### src/rtl/encode_mul_pipe_acc.sv
// encode_mul_pipe_acc: parametrised pipelined multiplier with optional accumulate (MAC) and
// Q-format output scaling. It serves the ADPCM predictor sums in place of a separate multiplier
// followed by an adder.
//
// Pipeline
//   stage 1             registers operands, mode bits and acc controls
//   stage 2             registers the (A_W+1)x(B_W+1) signed product, kept to A_W+B_W bits
//   stage 3..NUM_STAGE-1  pure delay
//   stage NUM_STAGE     accumulate, scale, overflow detect; drives p/ovf/out_valid
//
// Ports
//   clk, reset_n         clock, synchronous active-low reset (wins over ce)
//   ce                   clock enable; 0 freezes every register, including the accumulator
//   in_valid, a, b       input token
//   a_signed, b_signed   per-operand two's complement select
//   acc_en, acc_clr      accumulate / clear-before-add (acc_clr alone clears when in_valid=0)
//   out_valid, p, ovf    result pulse, scaled result, out-of-range flag
//
// Build option: ENCODE_MUL_ROUND_SAT_EN adds round-half-up before the shift and saturation on
// overflow. Without it the result truncates toward -inf and wraps.
module encode_mul_pipe_acc #(
  parameter int unsigned A_W       = 16,
  parameter int unsigned B_W       = 16,
  parameter int unsigned P_W       = 32,
  parameter int unsigned SHIFT     = 0,
  parameter int unsigned GUARD     = 8,
  parameter int unsigned NUM_STAGE = 4
) (
  input  logic           clk,
  input  logic           reset_n,
  input  logic           ce,
  input  logic           in_valid,
  input  logic [A_W-1:0] a,
  input  logic [B_W-1:0] b,
  input  logic           a_signed,
  input  logic           b_signed,
  input  logic           acc_en,
  input  logic           acc_clr,
  output logic           out_valid,
  output logic [P_W-1:0] p,
  output logic           ovf
);

  localparam int unsigned M_W   = A_W + B_W;
  localparam int unsigned ACC_W = M_W + GUARD;
  // Scaling width: one bit above both ACC_W and P_W so rounding cannot carry out and the
  // overflow slices below are never empty.
  localparam int unsigned X_W   = (ACC_W > P_W) ? ACC_W + 1 : P_W + 1;
  // Delay-line depth covering stages 2..NUM_STAGE-1 (at least 1 for NUM_STAGE >= 3).
  localparam int          D     = int'(NUM_STAGE) - 2;

`ifdef ENCODE_MUL_ROUND_SAT_EN
  localparam logic [X_W-1:0] RND  = (X_W'(1) << SHIFT) >> 1;
  localparam logic [P_W-1:0] SMAX = {1'b0, {(P_W-1){1'b1}}};
  localparam logic [P_W-1:0] SMIN = {1'b1, {(P_W-1){1'b0}}};
  localparam logic [P_W-1:0] UMAX = '1;
`endif

  // Stage 1
  logic           s1_v_q, s1_en_q, s1_clr_q, s1_as_q, s1_bs_q;
  logic [A_W-1:0] s1_a_q;
  logic [B_W-1:0] s1_b_q;

  // Stages 2..NUM_STAGE-1
  logic [D-1:0]   dl_v_q, dl_en_q, dl_clr_q, dl_rs_q;
  logic [M_W-1:0] dl_p_q [D];

  // Final stage state
  logic             out_valid_q, ovf_q;
  logic [P_W-1:0]   p_q;
  logic [ACC_W-1:0] acc_q;

  // Product from stage 1 registers
  logic signed [A_W:0] op_a;
  logic signed [B_W:0] op_b;
  logic [M_W-1:0]      prod;

  always_comb begin
    op_a = $signed({s1_as_q & s1_a_q[A_W-1], s1_a_q});
    op_b = $signed({s1_bs_q & s1_b_q[B_W-1], s1_b_q});
    // Low M_W bits of the signed product; the full range of every mode fits in M_W bits.
    prod = M_W'(op_a * op_b);
  end

  // Final stage combinational path
  logic             fin_v, fin_en, fin_clr, fin_rs;
  logic [M_W-1:0]   fin_p;
  logic [ACC_W-1:0] prod_ext, r, acc_d;
  logic [X_W-1:0]   rx, sx;
  logic [P_W-1:0]   p_d;
  logic             ovf_d;

  always_comb begin
    fin_v   = dl_v_q[D-1];
    fin_en  = dl_en_q[D-1];
    fin_clr = dl_clr_q[D-1];
    fin_rs  = dl_rs_q[D-1];
    fin_p   = dl_p_q[D-1];

    prod_ext           = {ACC_W{fin_rs & fin_p[M_W-1]}};
    prod_ext[M_W-1:0]  = fin_p;

    if (fin_en) begin
      r = (fin_clr ? '0 : acc_q) + prod_ext;
    end else begin
      r = prod_ext;
    end

    rx            = {X_W{fin_rs & r[ACC_W-1]}};
    rx[ACC_W-1:0] = r;
`ifdef ENCODE_MUL_ROUND_SAT_EN
    rx = rx + RND;
`endif

    if (fin_rs) begin
      sx    = $unsigned($signed(rx) >>> SHIFT);
      // In range iff every bit from the P_W sign bit upward matches.
      ovf_d = !((&sx[X_W-1:P_W-1]) | ~(|sx[X_W-1:P_W-1]));
    end else begin
      sx    = rx >> SHIFT;
      ovf_d = |sx[X_W-1:P_W];
    end

    p_d = sx[P_W-1:0];
`ifdef ENCODE_MUL_ROUND_SAT_EN
    if (ovf_d) begin
      if (!fin_rs) begin
        p_d = UMAX;
      end else if (sx[X_W-1]) begin
        p_d = SMIN;
      end else begin
        p_d = SMAX;
      end
    end
`endif

    // Accumulator holds the unrounded sum; a bare acc_clr bubble clears it.
    acc_d = acc_q;
    if (fin_v && fin_en) begin
      acc_d = r;
    end else if (!fin_v && fin_clr) begin
      acc_d = '0;
    end
  end

  // Control and result state: reset clears tokens, outputs and accumulator regardless of ce.
  always_ff @(posedge clk) begin
    if (!reset_n) begin
      s1_v_q      <= 1'b0;
      s1_en_q     <= 1'b0;
      s1_clr_q    <= 1'b0;
      dl_v_q      <= '0;
      dl_en_q     <= '0;
      dl_clr_q    <= '0;
      out_valid_q <= 1'b0;
      p_q         <= '0;
      ovf_q       <= 1'b0;
      acc_q       <= '0;
    end else if (ce) begin
      s1_v_q      <= in_valid;
      s1_en_q     <= acc_en;
      s1_clr_q    <= acc_clr;
      dl_v_q[0]   <= s1_v_q;
      dl_en_q[0]  <= s1_en_q;
      dl_clr_q[0] <= s1_clr_q;
      for (int i = 1; i < D; i++) begin
        dl_v_q[i]   <= dl_v_q[i-1];
        dl_en_q[i]  <= dl_en_q[i-1];
        dl_clr_q[i] <= dl_clr_q[i-1];
      end
      out_valid_q <= fin_v;
      if (fin_v) begin
        p_q   <= p_d;
        ovf_q <= ovf_d;
      end
      acc_q <= acc_d;
    end
  end

  // Datapath: only meaningful under a valid bit, so no reset.
  always_ff @(posedge clk) begin
    if (ce) begin
      s1_a_q     <= a;
      s1_b_q     <= b;
      s1_as_q    <= a_signed;
      s1_bs_q    <= b_signed;
      dl_p_q[0]  <= prod;
      dl_rs_q[0] <= s1_as_q | s1_bs_q;
      for (int i = 1; i < D; i++) begin
        dl_p_q[i]  <= dl_p_q[i-1];
        dl_rs_q[i] <= dl_rs_q[i-1];
      end
    end
  end

  assign out_valid = out_valid_q;
  assign p         = p_q;
  assign ovf       = ovf_q;

endmodule

### config.mk
export PLATFORM = sky130hd
export DESIGN_NAME = encode_mul_pipe_acc
export DESIGN_NICKNAME = d
export VERILOG_FILES = /design/src/rtl/encode_mul_pipe_acc.sv
export SDC_FILE = /design/constraint.sdc
export NUM_CORES = 1
export LEC_CHECK = 0
export CORE_MARGIN = 1
export CORE_UTILIZATION = 40
export CTS_BUF_LIST = sky130_fd_sc_hd__clkbuf_8
export DETAILED_ROUTE_END_ITERATION = 12
export PLACE_DENSITY = 0.69
export RECOVER_POWER = 25
export SKIP_CTS_REPAIR_TIMING = 1
export SLEW_MARGIN = 10
export SYNTH_ARGS = -nofsm -noshare
export SYNTH_HDL_FRONTEND = slang
export SYNTH_SLANG_ARGS = --single-unit
### constraint.sdc
create_clock -name clk -period 6.01 [get_ports clk]
set_input_delay 0.9015 -clock clk [delete_from_list [all_inputs] [get_ports clk]]
set_output_delay 0.9015 -clock clk [all_outputs]
set_load 0.05 [all_outputs]
==> summary.txt, run 1 <==
Worst setup skew after layout - 0.0238 ns
Post-DR vias/cell - 5.09
Worst path max stage delay - 0.52 ns
Clk_lat worst skew - 0.52 ns
Final GP Congestion - 0.900
Drt total wl - 44.5 mm
Worst Slack Setup Final - -0.115 ns
Synth unique cells - 70
Violated checks - max-capacitance violations, max-slew violations, negative setup slack
Outcome - complete, but fails checks
Top cells by area, synth - sky130_fd_sc_hd__fa_1 (29%), sky130_fd_sc_hd__edfxtp_1 (16%), sky130_fd_sc_hd__dfxtp_1 (8.6%)
Proportion of layout cells with a drive suffix above 1 - 13.1%
Total length of routed met2 wires - 21.8 mm
Library cell occupying the most area in the post-synthesis netlist - sky130_fd_sc_hd__fa_1
Setup slack at placement - -0.399 ns
Share of the yosys chip area belonging to registers - 24.2%
Unrepaired setup endpoints after global routing - yes
Initial core utilization - 40.5%
Count of standard-cell rows - 80
Kind of end point of the critical path - flop
Largest net degree at the start of global routing - 84
Die width - 222 µm
Most frequently used flop master after synthesis - sky130_fd_sc_hd__edfxtp_1
Max Cap Violations - 1
Layout overhead on the synthesized area - 16.2%
Internal reg-to-reg setup slack - -0.11 ns
Sum of met3 wire segment lengths after detailed routing - 2.08 mm
TritonCTS Buffers - 17
WS Path Type - reg2reg
Final non-filler cell total - 2759
Initial antenna violation count - 0
Clk Tree Root Cell - sky130_fd_sc_hd__clkbuf_8
Highest fanout seen on the critical path - 6
CTS H-tree depth - 4
Hold Fails Final Rpt - 0
# clock sinks - 183
CORE AREA - 47600 µm²
Gate family responsible for the most delay along the worst path - adder cells
WL per Instance - 16.1 µm
Number of buffers and inverters on the critical path - 7
Post-Syn Nets - 2414
Die ar. - 49200 µm²
Post-route met1 wirelength - 19.8 mm
Crit path top cell by count - sky130_fd_sc_hd__fa_1
Tot GR Track Use - 18.9%
Wire length of the first global-routing pass - 75.2 mm
Clock transition at the registers of the reported paths - 0.11 ns
Time the worst path needs with I/O delays and setup - 6.12 ns
Post-synthesis average cell area - 9.80 µm²
Number of warnings reported in the yosys synthesis log - 0
Worst Tran Pin Value - 3.10 ns
Number of vias in the routed layout - 14.0k
Clock tree from TritonCTS - done
Worst-case clock buffer depth - 2
Die Height - 222 µm
Vias in the first global route - 14.9k
Number of setup violations in the final report - 4
Required time of the critical path - 6.27 ns
Final nets - 2575
Synthesized instance count - 1970
Fraction of synthesized cell area taken by the top area cell type - 29.3%
Drt initial violations - 881
Antenna fix cells - 0
Drt first pass iters - 5
Number of placed instances with taps included - 2701
Leading cell type by number of instances after synthesis - sky130_fd_sc_hd__inv_1
Most frequent cells after synthesis - sky130_fd_sc_hd__inv_1 (319), sky130_fd_sc_hd__fa_1 (283), sky130_fd_sc_hd__nand2_1 (221)
Slew margin rel. - -107%
Top-Level Pins - 74
Topmost layer with routed signal wires - met4
CP max stage cell - sky130_fd_sc_hd__edfxtp_1
Fraction of registers with async set/reset - 0%
Routed Antenna Nets - 0
Path class of the lowest-slack min-delay path - reg2reg
Ratio of final minimum period to clock period - 102%
FF+latch count, synth - 183
Worst Setup Start Kind - flop
GR Overflow Total - 0
Final routed DRC violation total - 0
Post-synthesis instance area - 19300 µm²
Max Clk Rate - 0.163 GHz
Number of buffer cells added on primary ports - 73
Worst EP arrival - 6.39 ns
Max Slew Vio Count - 52
Number of enable flip-flop cells after synthesis - 100
HPWL reported at the end of detailed placement - 36.0 mm
==> path summary, 6_finish.rpt <==
path,start,end,cells past startpoint
worst min register to register,dl_p_q[0][12]$_DFFE_PP_,dl_p_q[0][44]$_DFFE_PP_,0
worst max-delay path,s1_b_q[7]$_DFFE_PP_,dl_p_q[0][28]$_DFFE_PP_,25
worst max register to register,s1_b_q[7]$_DFFE_PP_,dl_p_q[0][28]$_DFFE_PP_,25
worst min-delay path,dl_p_q[0][12]$_DFFE_PP_,dl_p_q[0][44]$_DFFE_PP_,0
==> state kept, by name (all words and copies together) (netlist names), 2 cells and up <==
signal	flops
acc_q	40
dl_clr_q	2
dl_en_q	2
dl_p_q	64
dl_rs_q	2
dl_v_q	2
p	32
s1_a_q	16
s1_b_q	16
==> layer usage <==
| metal | up-vias | track usage (%) |
|---|---|---|
| li1 | 6636 | - |
| met1 | 6995 | 24.9 |
| met2 | 357 | 32.7 |
| met3 | 54 | 2.88 |
| met4 | 0 | 4.66 |
| met5 | - | 0 |
==> worst register-to-register path: stages, from the launching register on <==
cell and delay, ns:
sky130_fd_sc_hd__edfxtp_1 0.52, sky130_fd_sc_hd__buf_6 0.15, sky130_fd_sc_hd__nand2_1 0.06, sky130_fd_sc_hd__fa_1 0.50
sky130_fd_sc_hd__inv_1 0.05, sky130_fd_sc_hd__fa_1 0.49, sky130_fd_sc_hd__inv_2 0.04, sky130_fd_sc_hd__fa_1 0.48
sky130_fd_sc_hd__inv_2 0.04, sky130_fd_sc_hd__fa_1 0.49, sky130_fd_sc_hd__fa_1 0.52, sky130_fd_sc_hd__inv_2 0.04
sky130_fd_sc_hd__fa_1 0.49, sky130_fd_sc_hd__inv_2 0.05, sky130_fd_sc_hd__ha_4 0.23, sky130_fd_sc_hd__buf_6 0.12
sky130_fd_sc_hd__a21o_1 0.15, sky130_fd_sc_hd__a221o_1 0.31, sky130_fd_sc_hd__a21oi_2 0.17, sky130_fd_sc_hd__a21oi_2 0.10
sky130_fd_sc_hd__o21ai_2 0.19, sky130_fd_sc_hd__a2111oi_4 0.11, sky130_fd_sc_hd__o21a_1 0.21, sky130_fd_sc_hd__o21ai_2 0.15
sky130_fd_sc_hd__nor2b_4 0.17, sky130_fd_sc_hd__xnor2_1 0.07
==> placed cells by master, fill, tap and decap left out, drive strengths merged, types with 4 or more instances in the layout <==
cell type      Yosys  routed
nor2              57      57
dfxtp             83      83
inv              319     325
xor2              18      18
o21ai             51      51
nand2            221     221
clkinv             0       7
mux2i             33      33
fa               283     283
clkbuf            76      20
nor3              12      12
o211ai             7       7
xnor2             56      56
a22oi             31      31
o21a              11      11
o211a             22      22
nand3              9       9
clkdlybuf4s50      0      37
nand2b            13      13
nor2b             88      88
a21o              21      21
ha               121     121
nand4             13      13
a211oi            14      14
o31ai              4       4
a31o               4       4
buf               10     154
a21boi            10      10
dlygate4sd3        0      34
or2                5       5
and3              17      17
a21oi             73      73
a31oi              9       9
and2             139     139
edfxtp           100     100
==> logic make-up (layout without fill, tap and decap cells) <==
| group | count (synthesis) | in the layout | share of synthesized area [%] |
|---|---|---|---|
| and+or+nand+nor | 587 | 587 | 15.4 |
| buffers and inverters | 405 | 579 | 7.92 |
| adders and majority gates | 404 | 404 | 37.2 |
| AOI/OAI and AO/OA | 281 | 281 | 10.1 |
| DFF | 183 | 183 | 24.2 |
| xor gates and xnor gates | 74 | 74 | 3.36 |
| muxes | 36 | 36 | 1.89 |
==> layout make-up <==
class / instances / area, µm²
Inverter: 319 / 1200
Clock buffer: 17 / 234
Sequential cell: 183 / 4670
Clock inverter: 15 / 188
Fill cell: 4432 / 25200
Multi-Input combinational cell: 1382 / 13400
Tap cell: 615 / 769
Timing Repair Buffer: 228 / 1960
==> per-stage QoR <==
step                      instance area (µm²)  hold WS [ns]  utilization (%)   TNS, ns
after floorplan                         19500         0.400                -  -0.00185
after global placement                  21500         0.401             45.2    -0.966
after detailed placement                21500         0.405             45.2     -1.58
after CTS                               22000         0.421             46.1     -1.59
after global routing                    22400         0.428             47.1     -1.50
final                                   22400         0.423             47.1    -0.377
Power of run 1 is not shown: default switching activity piles up to over one toggle a cycle in this logic, so the estimate is an artifact.
==> run 2, diff against run 1 <==
--- a/config.mk
+++ b/config.mk
@@ -7,11 +7,11 @@
 export LEC_CHECK = 0
 export CORE_MARGIN = 1
 export CORE_UTILIZATION = 40
-export CTS_BUF_LIST = sky130_fd_sc_hd__clkbuf_8
+export CTS_BUF_LIST = sky130_fd_sc_hd__clkbuf_2
+export CTS_CLUSTER_DIAMETER = 80
 export DETAILED_ROUTE_END_ITERATION = 12
 export PLACE_DENSITY = 0.69
 export RECOVER_POWER = 25
-export SKIP_CTS_REPAIR_TIMING = 1
 export SLEW_MARGIN = 10
 export SYNTH_ARGS = -nofsm -noshare
 export SYNTH_HDL_FRONTEND = slang
==> run 2 against run 1 <==
The flow still finishes with violations (max-capacitance violations, max-slew violations, negative setup slack). Clock skew up 0.040 ns. Critical endpoint is now dl_p_q[0][29]$_DFFE_PP_. Maximum frequency down 1.5%. Flip-flop and latch count unchanged. Final area down 0.27%. Hold slack worse by 0.027 ns. Largest cell class unchanged. Cell count up 0.65%. Worst setup slack worse by 0.091 ns. Non-clock buffer count up 15. Die area unchanged. Count of clock-buffer cells in the layout unchanged.
==> summary.txt, run 2 (synthesis results as in run 1) <==
Die width - 222 µm (unchanged)
Clock transition at the registers of the reported paths - 0.31 ns (+0.20 ns)
Final routed DRC violation total - 0 (unchanged)
Number of buffer cells added on primary ports - 73 (unchanged)
Post-route setup TNS - -0.752 ns (-0.375 ns)
Wire length of the first global-routing pass - 75.8 mm (+0.84%)
Max Clk Rate - 0.161 GHz (-1.5%)
Slew margin rel. - -105% (+1.8 points)
Worst Slack Setup Final - -0.206 ns (-0.0915 ns)
Initial antenna violation count - 2 (+2)
Source of the critical timing path - s1_b_q[7]$_DFFE_PP_
Internal reg-to-reg setup slack - -0.21 ns (-0.09 ns)
Violated checks - max-capacitance violations, max-slew violations, negative setup slack
Largest net degree at the start of global routing - 84 (unchanged)
FF-to-FF End - dl_p_q[0][29]$_DFFE_PP_
Layout overhead on the synthesized area - 15.9%
Worst Tran Pin Value - 3.08 ns (-0.0264 ns)
Final nets - 2590 (+0.58%)
Commonest non-fill, non-tap cell in the layout - sky130_fd_sc_hd__inv_1
Number of flip-flops under the largest register name - 64 (unchanged)
Worst-case clock buffer depth - 2 (unchanged)
CORE AREA - 47600 µm² (unchanged)
Drt total wl - 44.7 mm (+0.61%)
Hold Fails Final Rpt - 0 (unchanged)
Crit path top cell by count - sky130_fd_sc_hd__fa_1
Ratio of final minimum period to clock period - 103% (+1.5 points)
Routed Antenna Nets - 0 (unchanged)
Die ar. - 49200 µm² (unchanged)
Register area - 4670 µm² (unchanged)
CP max stage cell - sky130_fd_sc_hd__edfxtp_1
Unrepaired setup endpoints after global routing - yes
HPWL reported at the end of detailed placement - 36.0 mm (unchanged)
Kind of end point of the critical path - flop
Count of standard-cell rows - 80 (unchanged)
Max Cap Violations - 1 (unchanged)
Worst path max stage delay - 0.55 ns (+0.03 ns)
Outcome - complete, but fails checks
Startpoint of the tightest hold check path - dl_p_q[0][12]$_DFFE_PP_
Worst Hold Slack - 0.397 ns (-0.0266 ns)
Number of fill cells - 4467 (+0.79%)
WL per Instance - 16.1 µm (about the same)
TritonCTS Buffers - 17 (unchanged)
Setup slack at placement - -0.399 ns (unchanged)
Number of vias in the routed layout - 14.1k (+0.30%)
Clock tree from TritonCTS - done
Worst EP arrival - 6.87 ns (+0.48 ns)
Critical Path, Cell by Cell - buf_6 -> and2_4 -> fa_1 -> inv_2 -> fa_2 -> fa_1 -> fa_1 -> inv_2 -> fa_1 -> inv_1 -> fa_2 -> inv_2 -> ha_4 -> buf_6 -> nand4_1 -> a31oi_2 -> a221o_1 -> o21a_1 -> a31o_4 -> a31o_2 -> a21oi_2 -> xnor2_1
Worst reg-to-reg path cell count - 22 (-12%)
Number of placed instances with taps included - 2701 (unchanged)
Highest fanout seen on the critical path - 5 (-1)
Initial core utilization - 40.5% (unchanged)
Die Height - 222 µm (unchanged)
Max Slew Vio Count - 52 (unchanged)
Number of setup violations in the final report - 6 (+2)
Top-Level Pins - 74 (unchanged)
Drt first pass iters - 7 (+2)
GR Overflow Total - 0 (unchanged)
Commonest cells after routing, fill and taps aside - sky130_fd_sc_hd__inv_1 (306), sky130_fd_sc_hd__fa_1 (276), sky130_fd_sc_hd__nand2_1 (210)
Most flops, register - dl_p_q
Final non-filler cell total - 2777 (+0.65%)
Time the worst path needs with I/O delays and setup - 6.22 ns (+0.0915 ns)
WS Path Type - reg2reg
Combined area of the multi-input logic cells - 13400 µm² (about the same)
Required time of the critical path - 6.66 ns (+0.39 ns)
CTS H-tree depth - 4 (unchanged)
Vias in the first global route - 15.1k (+0.98%)
Drt initial violations - 868 (-1.5%)
Post-DR vias/cell - 5.07 (-0.35%)
Path class of the lowest-slack min-delay path - reg2reg
Count of hold-fix buffers inserted at cts - 0
Clk Tree Root Cell - sky130_fd_sc_hd__clkbuf_2
Worst setup skew after layout - 0.0642 ns (+0.0404 ns)
Clk_lat worst skew - 0.90 ns (+0.38 ns)
End point of the critical path - dl_p_q[0][29]$_DFFE_PP_
Tot GR Track Use - 19.2% (+0.20 points)
Reg-to-Reg Start - s1_b_q[7]$_DFFE_PP_
Proportion of layout cells with a drive suffix above 1 - 13.4% (+0.33 points)
Worst Setup Start Kind - flop
Final GP Congestion - 0.900 (unchanged)
# clock sinks - 183 (unchanged)
run 2: cell types whose count changed in the layout (fill, tap and decap cells not counted), sizes merged:
cell and change:
buf +17, diode +3, clkbuf -2
run 2: how the worst min path moves through the flow:
| stage | end | slack [ns] | depth (start not counted) |
|---|---|---|---|
| 6_report | dl_p_q[0][44]$_DFFE_PP_ | 0.40 | 0 |
| 5_1_grt | dl_p_q[0][44]$_DFFE_PP_ | 0.43 | 0 |
| 4_1_cts | s1_b_q[0]$_DFFE_PP_ | 0.37 | 1 |
| 3_5_place_dp | dl_p_q[0][38]$_DFFE_PP_ | 0.40 | 0 |
| 3_3_place_gp | dl_p_q[0][36]$_DFFE_PP_ | 0.40 | 0 |
| 2_1_floorplan | dl_p_q[0][32]$_DFFE_PP_ | 0.40 | 0 |
run 2: layer usage:
| layer | vias to the layer above | global-route usage (%) | routed length, µm |
|---|---|---|---|
| li1 | 6673 | - | - |
| met1 | 7018 | 25.1 | 20100 |
| met2 | 341 | 33.1 | 21800 |
| met3 | 52 | 2.76 | 2070 |
| met4 | 0 | 4.84 | 736 |
| met5 | - | 0 | 0 |
run 2: stage by stage:
stage / util, % / cell area, µm²
finish: 47.0 / 22400
floorplan: - / 19500
CTS: 46.6 / 22200
global route: 47.0 / 22400
detailed placement: 45.2 / 21500
global placement: 45.2 / 21500
run 2: what timing repair did:
item	4_1_cts	5_1_grt
cloned	0	0
setup endpoints to repair	7	10
setup buffers	26	16
resized for setup	41	27
pin swaps	32	34
run 2: critical path, delay by kind of cell (launching register included):
family / cells / cell delay (ns)
AND/OR/NAND/NOR: 2 / 0.28
AO/OA/AOI/OAI: 6 / 1.38
XOR/XNOR: 1 / 0.07
buffers and inverters: 6 / 0.48
adder cells (fa/ha/maj): 7 / 3.24
flip-flops: 1 / 0.55
run 2: layout make-up:
type | instances | share of cell area, %
flip-flops and latches | 183 | 20.8
multi-input cells | 1382 | 59.9
repair buffers | 243 | 9.17
inverters | 319 | 5.35
diodes | 3 | 0.0335
well taps | 615 | 3.44
clock buffers | 17 | 0.380
clock inverters | 15 | 0.839
Power of run 2 is left out for the same reason.
